[src/rtl/collatz_range_pkg.sv]
// Shared types and widths for the collatz_range block.
package collatz_range_pkg;

  typedef enum logic [2:0] {
    IDLE  = 3'd0,
    LOAD  = 3'd1,
    ITER  = 3'd2,
    WRITE = 3'd3,
    DONE  = 3'd4
  } state_t;

  localparam int unsigned COUNT_W = 16;
  localparam int unsigned VAL_W   = 32;
  localparam logic [COUNT_W-1:0] COUNT_MAX = 16'hFFFF;

endpackage

[src/rtl/collatz_step.sv]
// Collatz iterator datapath: value register, next-value logic and next-is-one flag.
// Optional macro COLLATZ_RANGE_OVF_EN adds the 3v+1 wrap indicator.
module collatz_step
  import collatz_range_pkg::*;
(
  input  logic             clk,
  input  logic             reset,
  input  logic             load,
  input  logic             step,
  input  logic [VAL_W-1:0] load_val,
  output logic [VAL_W-1:0] v,
`ifdef COLLATZ_RANGE_OVF_EN
  output logic             wrap,
`endif
  output logic             next_is_one
);

  logic [VAL_W-1:0] tri_lo;
  logic [VAL_W-1:0] v_next;

`ifdef COLLATZ_RANGE_OVF_EN
  logic [VAL_W+1:0] triple;

  // Two guard bits catch any carry beyond 32 bits from 3v+1.
  assign triple = {2'b00, v} + {1'b0, v, 1'b0} + (VAL_W+2)'(1);
  assign tri_lo = triple[VAL_W-1:0];
  assign wrap   = v[0] & (triple[VAL_W+1:VAL_W] != 2'b00);
`else
  assign tri_lo = v + {v[VAL_W-2:0], 1'b0} + VAL_W'(1);
`endif

  assign v_next      = v[0] ? tri_lo : {1'b0, v[VAL_W-1:1]};
  assign next_is_one = (v_next == VAL_W'(1));

  always_ff @(posedge clk) begin
    if (reset) begin
      v <= '0;
    end else if (load) begin
      v <= load_val;
    end else if (step) begin
      v <= v_next;
    end
  end

endmodule

[src/rtl/collatz_range.sv]
// Computes Collatz term counts for RAM_WORDS consecutive start values into a local RAM.
// Optional macro COLLATZ_RANGE_OVF_EN adds the sticky ovf output.
//
// state | meaning
// IDLE  | waiting for go after reset
// LOAD  | seed iterator with cur_n, steps = 1
// ITER  | one Collatz step per cycle until next value is 1
// WRITE | store count at index, advance or finish
// DONE  | run complete, done high, go restarts
module collatz_range
  import collatz_range_pkg::*;
#(
  parameter int RAM_WORDS     = 16,
  parameter int RAM_ADDR_BITS = 4
) (
  input  logic                     clk,
  input  logic                     reset,
  input  logic                     go,
  input  logic [31:0]              start,
  output logic                     done,
  input  logic [RAM_ADDR_BITS-1:0] raddr,
`ifdef COLLATZ_RANGE_OVF_EN
  output logic                     ovf,
`endif
  output logic [15:0]              rdata
);

  state_t state, state_nxt;

  logic [VAL_W-1:0]         cur_n;
  logic [RAM_ADDR_BITS-1:0] index;
  logic [COUNT_W-1:0]       steps;
  logic [VAL_W-1:0]         v;
  logic                     next_is_one;
  logic                     go_ok;
  logic                     last_idx;
  logic                     load_v;
  logic                     step_v;
  logic                     we;
  logic [COUNT_W-1:0]       wdata;
  logic [COUNT_W-1:0]       mem [RAM_WORDS];

`ifdef COLLATZ_RANGE_OVF_EN
  logic wrap;
`endif

  assign go_ok    = go && ((state == IDLE) || (state == DONE));
  assign last_idx = (index == RAM_ADDR_BITS'(RAM_WORDS - 1));

  always_ff @(posedge clk) begin
    if (reset) begin
      state <= IDLE;
    end else begin
      state <= state_nxt;
    end
  end

  always_comb begin
    state_nxt = state;
    case (state)
      IDLE:    if (go) state_nxt = LOAD;
      LOAD:    state_nxt = (cur_n <= VAL_W'(1)) ? WRITE : ITER;
      ITER:    if (next_is_one) state_nxt = WRITE;
      WRITE:   state_nxt = last_idx ? DONE : LOAD;
      DONE:    if (go) state_nxt = LOAD;
      default: state_nxt = IDLE;
    endcase
  end

  always_comb begin
    done   = (state == DONE);
    load_v = (state == LOAD);
    step_v = (state == ITER);
    we     = (state == WRITE);
  end

  collatz_step u_step (
    .clk         (clk),
    .reset       (reset),
    .load        (load_v),
    .step        (step_v),
    .load_val    (cur_n),
    .v           (v),
`ifdef COLLATZ_RANGE_OVF_EN
    .wrap        (wrap),
`endif
    .next_is_one (next_is_one)
  );

  always_ff @(posedge clk) begin
    if (reset) begin
      cur_n <= '0;
      index <= '0;
      steps <= '0;
    end else begin
      if (go_ok) begin
        cur_n <= start;
        index <= '0;
      end
      if (load_v) begin
        steps <= COUNT_W'(1);
      end
      // Counter pins at COUNT_MAX while the iteration keeps running to 1.
      if (step_v && (steps != COUNT_MAX)) begin
        steps <= steps + COUNT_W'(1);
      end
      if (we && !last_idx) begin
        index <= index + RAM_ADDR_BITS'(1);
        cur_n <= cur_n + VAL_W'(1);
      end
    end
  end

`ifdef COLLATZ_RANGE_OVF_EN
  always_ff @(posedge clk) begin
    if (reset || go_ok) begin
      ovf <= 1'b0;
    end else if (step_v && wrap) begin
      ovf <= 1'b1;
    end
  end
`endif

  // n = 0 never iterates and is recorded as zero terms.
  assign wdata = (cur_n == '0) ? '0 : steps;

  // Unreset RAM and read port: contents survive reset, read returns pre-write data.
  always_ff @(posedge clk) begin
    if (we) begin
      mem[index] <= wdata;
    end
    rdata <= mem[raddr];
  end

endmodule

[config.mk]
export PLATFORM = sky130hd
export DESIGN_NAME = collatz_range
export DESIGN_NICKNAME = d
export VERILOG_FILES = /design/src/rtl/collatz_range_pkg.sv /design/src/rtl/collatz_step.sv /design/src/rtl/collatz_range.sv
export SDC_FILE = /design/constraint.sdc
export NUM_CORES = 1
export LEC_CHECK = 0
export ABC_AREA = 1
export CORE_MARGIN = 5
export CORE_UTILIZATION = 48
export CTS_CLUSTER_SIZE = 28
export DETAILED_ROUTE_END_ITERATION = 12
export GPL_ROUTABILITY_DRIVEN = 0
export SETUP_SLACK_MARGIN = 0.1
export SYNTH_ARGS = -nofsm -noshare
export SYNTH_HDL_FRONTEND = slang
export SYNTH_SLANG_ARGS = --single-unit
[constraint.sdc]
create_clock -name clk -period 3.7 [get_ports clk]
set_input_delay 0.37 -clock clk [delete_from_list [all_inputs] [get_ports clk]]
set_output_delay 0.37 -clock clk [all_outputs]
set_load 0.1 [all_outputs]
==> results list <==
- Total DRC errors in the routed layout: 0
* WL/cell: 18.7 um
- Cells with a size suffix above 1 make up 8.13% of the layout.
- Global-route wire length before repair: 77,200 um
* Critical path class: flop to output pin
- Number of port buffers: 55
- Reported max-cap violation count: 0
- Hold Path Sink: u_step.v[0]$_SDFFE_PP0P_
- The number of global-route vias before repair was 13,700.
- After detailed placement, the design holds a cell count of 2,580.
- TritonCTS built the clock tree.
- Counting instances, the worst hold path has a depth of 2.
- In the routed layout, each cell is associated on average with a via count of 5.40.
- In this run, the number of DRC markers left after iteration 0 of detailed routing was 1,053.
- For the worst setup path, the data required time is 3.33 ns.
- Number of register bits inferred by synthesis: 359
- GRT Total Usage: 23.4%
- Power per standard cell area: 480 mW/mm^2
- The worst path uses 75.3% of the clock period.
* Maximum buffer depth of the clock tree: 3
- The wire-length estimate of the detail-placed layout is 32,900 um.
- The number of nets handed over by synthesis was 2,142.
- Setup repair after global routing left no endpoint under its margin.
- The detailed router placed 14,300 vias in this run.
* Max IR drop VDD: 310 uV
- Sequential fraction of the synthesis area: 53.3%
- Worst-case hold slack: 0.328 ns
- STA classifies the critical path startpoint as a flop.
- The floorplan has 71 rows.
- Standard cell core area: 0.0377 sq mm
* Post-synthesis instance area: 0.0183 sq mm
- Relative area change from synthesis to final layout: 13.4%
* Signal arrival time at the worst endpoint: 2.42 ns
* Boundary pin count: 56
- Router iterations before antenna repair: 5
* Sort of element at the end of the critical path: output pin
- For this run, asynchronously set or reset flops after synthesis account for 0%.
- Entering global routing, the biggest net connects 114 pins.
- The completed layout was analyzed and its total power is 9.96 mW.
* Most used standard cell by instance count after synthesis: sky130_fd_sc_hd__nand2_1
- Number of post-CTS setup repair buffers: 0
- Leakage Power: 8.31 nW
* Final Hold Viols: 0
- Total Routed Length: 49,500 um
* Worst reg-to-reg setup slack: 1.07 ns
* Antenna viol nets, final: 0
- From bottom edge to top edge, the die measures 205 um.
- After clock tree synthesis, the clock-pin slew on the worst setup and hold paths is 0.06 ns.
- Setup violations remaining at the end of the flow were counted as 0.
* Area of the die: 0.0421 sq mm
- Main synth FF type: sky130_fd_sc_hd__edfxtp_1
* Number of clock buffers inserted by TritonCTS: 39
* Top cell types by occurrence after synthesis: sky130_fd_sc_hd__nand2_1, sky130_fd_sc_hd__inv_1, sky130_fd_sc_hd__edfxtp_1, sky130_fd_sc_hd__nor2_1, sky130_fd_sc_hd__o21ai_0
* # hold bufs at CTS: 0
- Crit Reg-Reg Startpoint: index[0]$_SDFFE_PP0P_
* Largest fanout on the critical path: 3
- The startpoint identified for the worst hold timing path is reset.
- Counting distinct cell types in the post-synthesis netlist gives 47.
- The total overflow left after global routing is 0.
* Critical Path Source: state[0]$_SDFFE_PP0P_
- Clock Sink Count: 359
- For this run, the number of Yosys warnings is 0.
- Area share of the leading cell type in the synthesized netlist: 42.0%
- Yosys mapped a number of flops with a built-in enable equal to 256.
- In this run the mean area of a mapped cell was 8.87 sq um.
- Class of the tightest hold or removal check: input port to flop
- Final non-filler cell total: 2,652
- Sum of negative setup slack: 0 ns
- At the end of the flow, the number of nets in the layout was 2,190.
- Ranked by total cell area, the synthesized netlist is headed by sky130_fd_sc_hd__edfxtp_1, sky130_fd_sc_hd__dfxtp_1, sky130_fd_sc_hd__nand2_1.
- Chip width: 205 um
- The number of max-slew violations in the final report is 0.
- CTS built an H-tree with a depth of 2.
- Fin Clk Skew: 0.0182 ns
* Antenna violations before repair: 0
* Cell count after synthesis: 2,062
* Highest achievable clock rate: 359 MHz
- Outcome: finished clean
* Reg-to-reg endpoint: index[2]$_SDFFE_PP0P_
- The number of antenna diodes in the final layout is 0.
- Counting cells, the worst reg-to-reg path comes to 7.
- Count of instances resized after the clock tree is built: 0
- Largest area contributor in the netlist: sky130_fd_sc_hd__edfxtp_1
* Max-slew headroom at the worst pin: 20.4%
* Worst-Skew Late Latency: 0.54 ns
- Subtracting the final worst setup slack from the clock period gives 2.79 ns.
* Initial core utilization: 48.6%
- Pin slew with the least headroom to its limit: 1.19 ns
- CTS placed an instance of sky130_fd_sc_hd__clkbuf_16 at the clock tree root.
==> logic make-up (layout without fill, tap and decap cells) <==
| kind of cell | count (synthesis) | in the layout | synth area share [%] |
|---|---|---|---|
| compound gates | 366 | 366 | 11.7 |
| xor+xnor | 28 | 28 | 1.34 |
| fa+ha+maj | 41 | 41 | 2.85 |
| buf+inv | 360 | 439 | 7.52 |
| flops | 359 | 359 | 53.3 |
| mux | 64 | 64 | 3.50 |
| simple gates | 844 | 844 | 19.8 |
==> worst max-delay path, cell delays in order (launching register included) <==
cell and delay (ns):
sky130_fd_sc_hd__dfxtp_1 0.34, sky130_fd_sc_hd__nor2_1 0.15, sky130_fd_sc_hd__inv_1 0.11, sky130_fd_sc_hd__nor2_1 0.11, sky130_fd_sc_hd__clkdlybuf4s50_1 1.15
==> final cells by class <==
class                           instances  area, sq um
Fill cell                            3480        16900
Sequential cell                       359         9750
Multi-Input combinational cell       1343         7230
Clock buffer                           57         1110
Inverter                              276         1040
Timing Repair Buffer                   91          832
Tap cell                              511          639
Clock inverter                         15          143
==> registers in the layout, summed over array words and instances, names as in the netlist <==
signal	cells
mem	256
cur_n	32
u_step.v	32
rdata	16
steps	16
index	4
state	3
==> metrics by stage <==
stage               instance area (sq um)  setup slack, ns  util [%]
floorplan                           18300             1.13         -
global placement                    19500             1.14      51.7
detailed placement                  19500             1.12      51.7
CTS                                 20700            0.892      55.1
global route                        20700            0.766      55.1
finish                              20700            0.914      55.1
==> where the power goes <==
part,switching [mW],internal [mW],total (mW),leakage [nW]
Sequential,0.180,4.43,4.61,3.26
Combinational,1.08,0.463,1.54,4.43
Clock,1.57,2.24,3.82,0.616
==> how the worst max path moves through the flow <==
stage,endpoint,slack (ns),cells after the start
finish,done,0.91,4
global route,state[0]$_SDFFE_PP0P_,0.77,20
CTS,done,0.89,4
detailed placement,state[0]$_SDFFE_PP0P_,1.12,20
global placement,state[0]$_SDFFE_PP0P_,1.14,19
floorplan,state[0]$_SDFFE_PP0P_,1.13,21
==> placed cells by master (no fill, tap or decap), types with 51 or more instances in the layout <==
| cell type | count |
|---|---|
| sky130_fd_sc_hd__a21oi_1 | 115 |
| sky130_fd_sc_hd__inv_1 | 264 |
| sky130_fd_sc_hd__nand3_1 | 101 |
| sky130_fd_sc_hd__mux2i_1 | 64 |
| sky130_fd_sc_hd__nor2_1 | 125 |
| sky130_fd_sc_hd__clkdlybuf4s50_1 | 51 |
| sky130_fd_sc_hd__o211ai_1 | 66 |
| sky130_fd_sc_hd__nand2_1 | 499 |
| sky130_fd_sc_hd__edfxtp_1 | 256 |
| sky130_fd_sc_hd__dfxtp_1 | 103 |
| sky130_fd_sc_hd__o21ai_0 | 118 |
==> metal layers <==
| layer | share of wire [%] | GRT usage, % |
|---|---|---|
| met5 | 0 | 0 |
| met4 | 2.6 | 6.94 |
| met3 | 5.2 | 3.26 |
| met2 | 48 | 39.6 |
| met1 | 44 | 31.7 |
(Power assumes the default switching activity.)
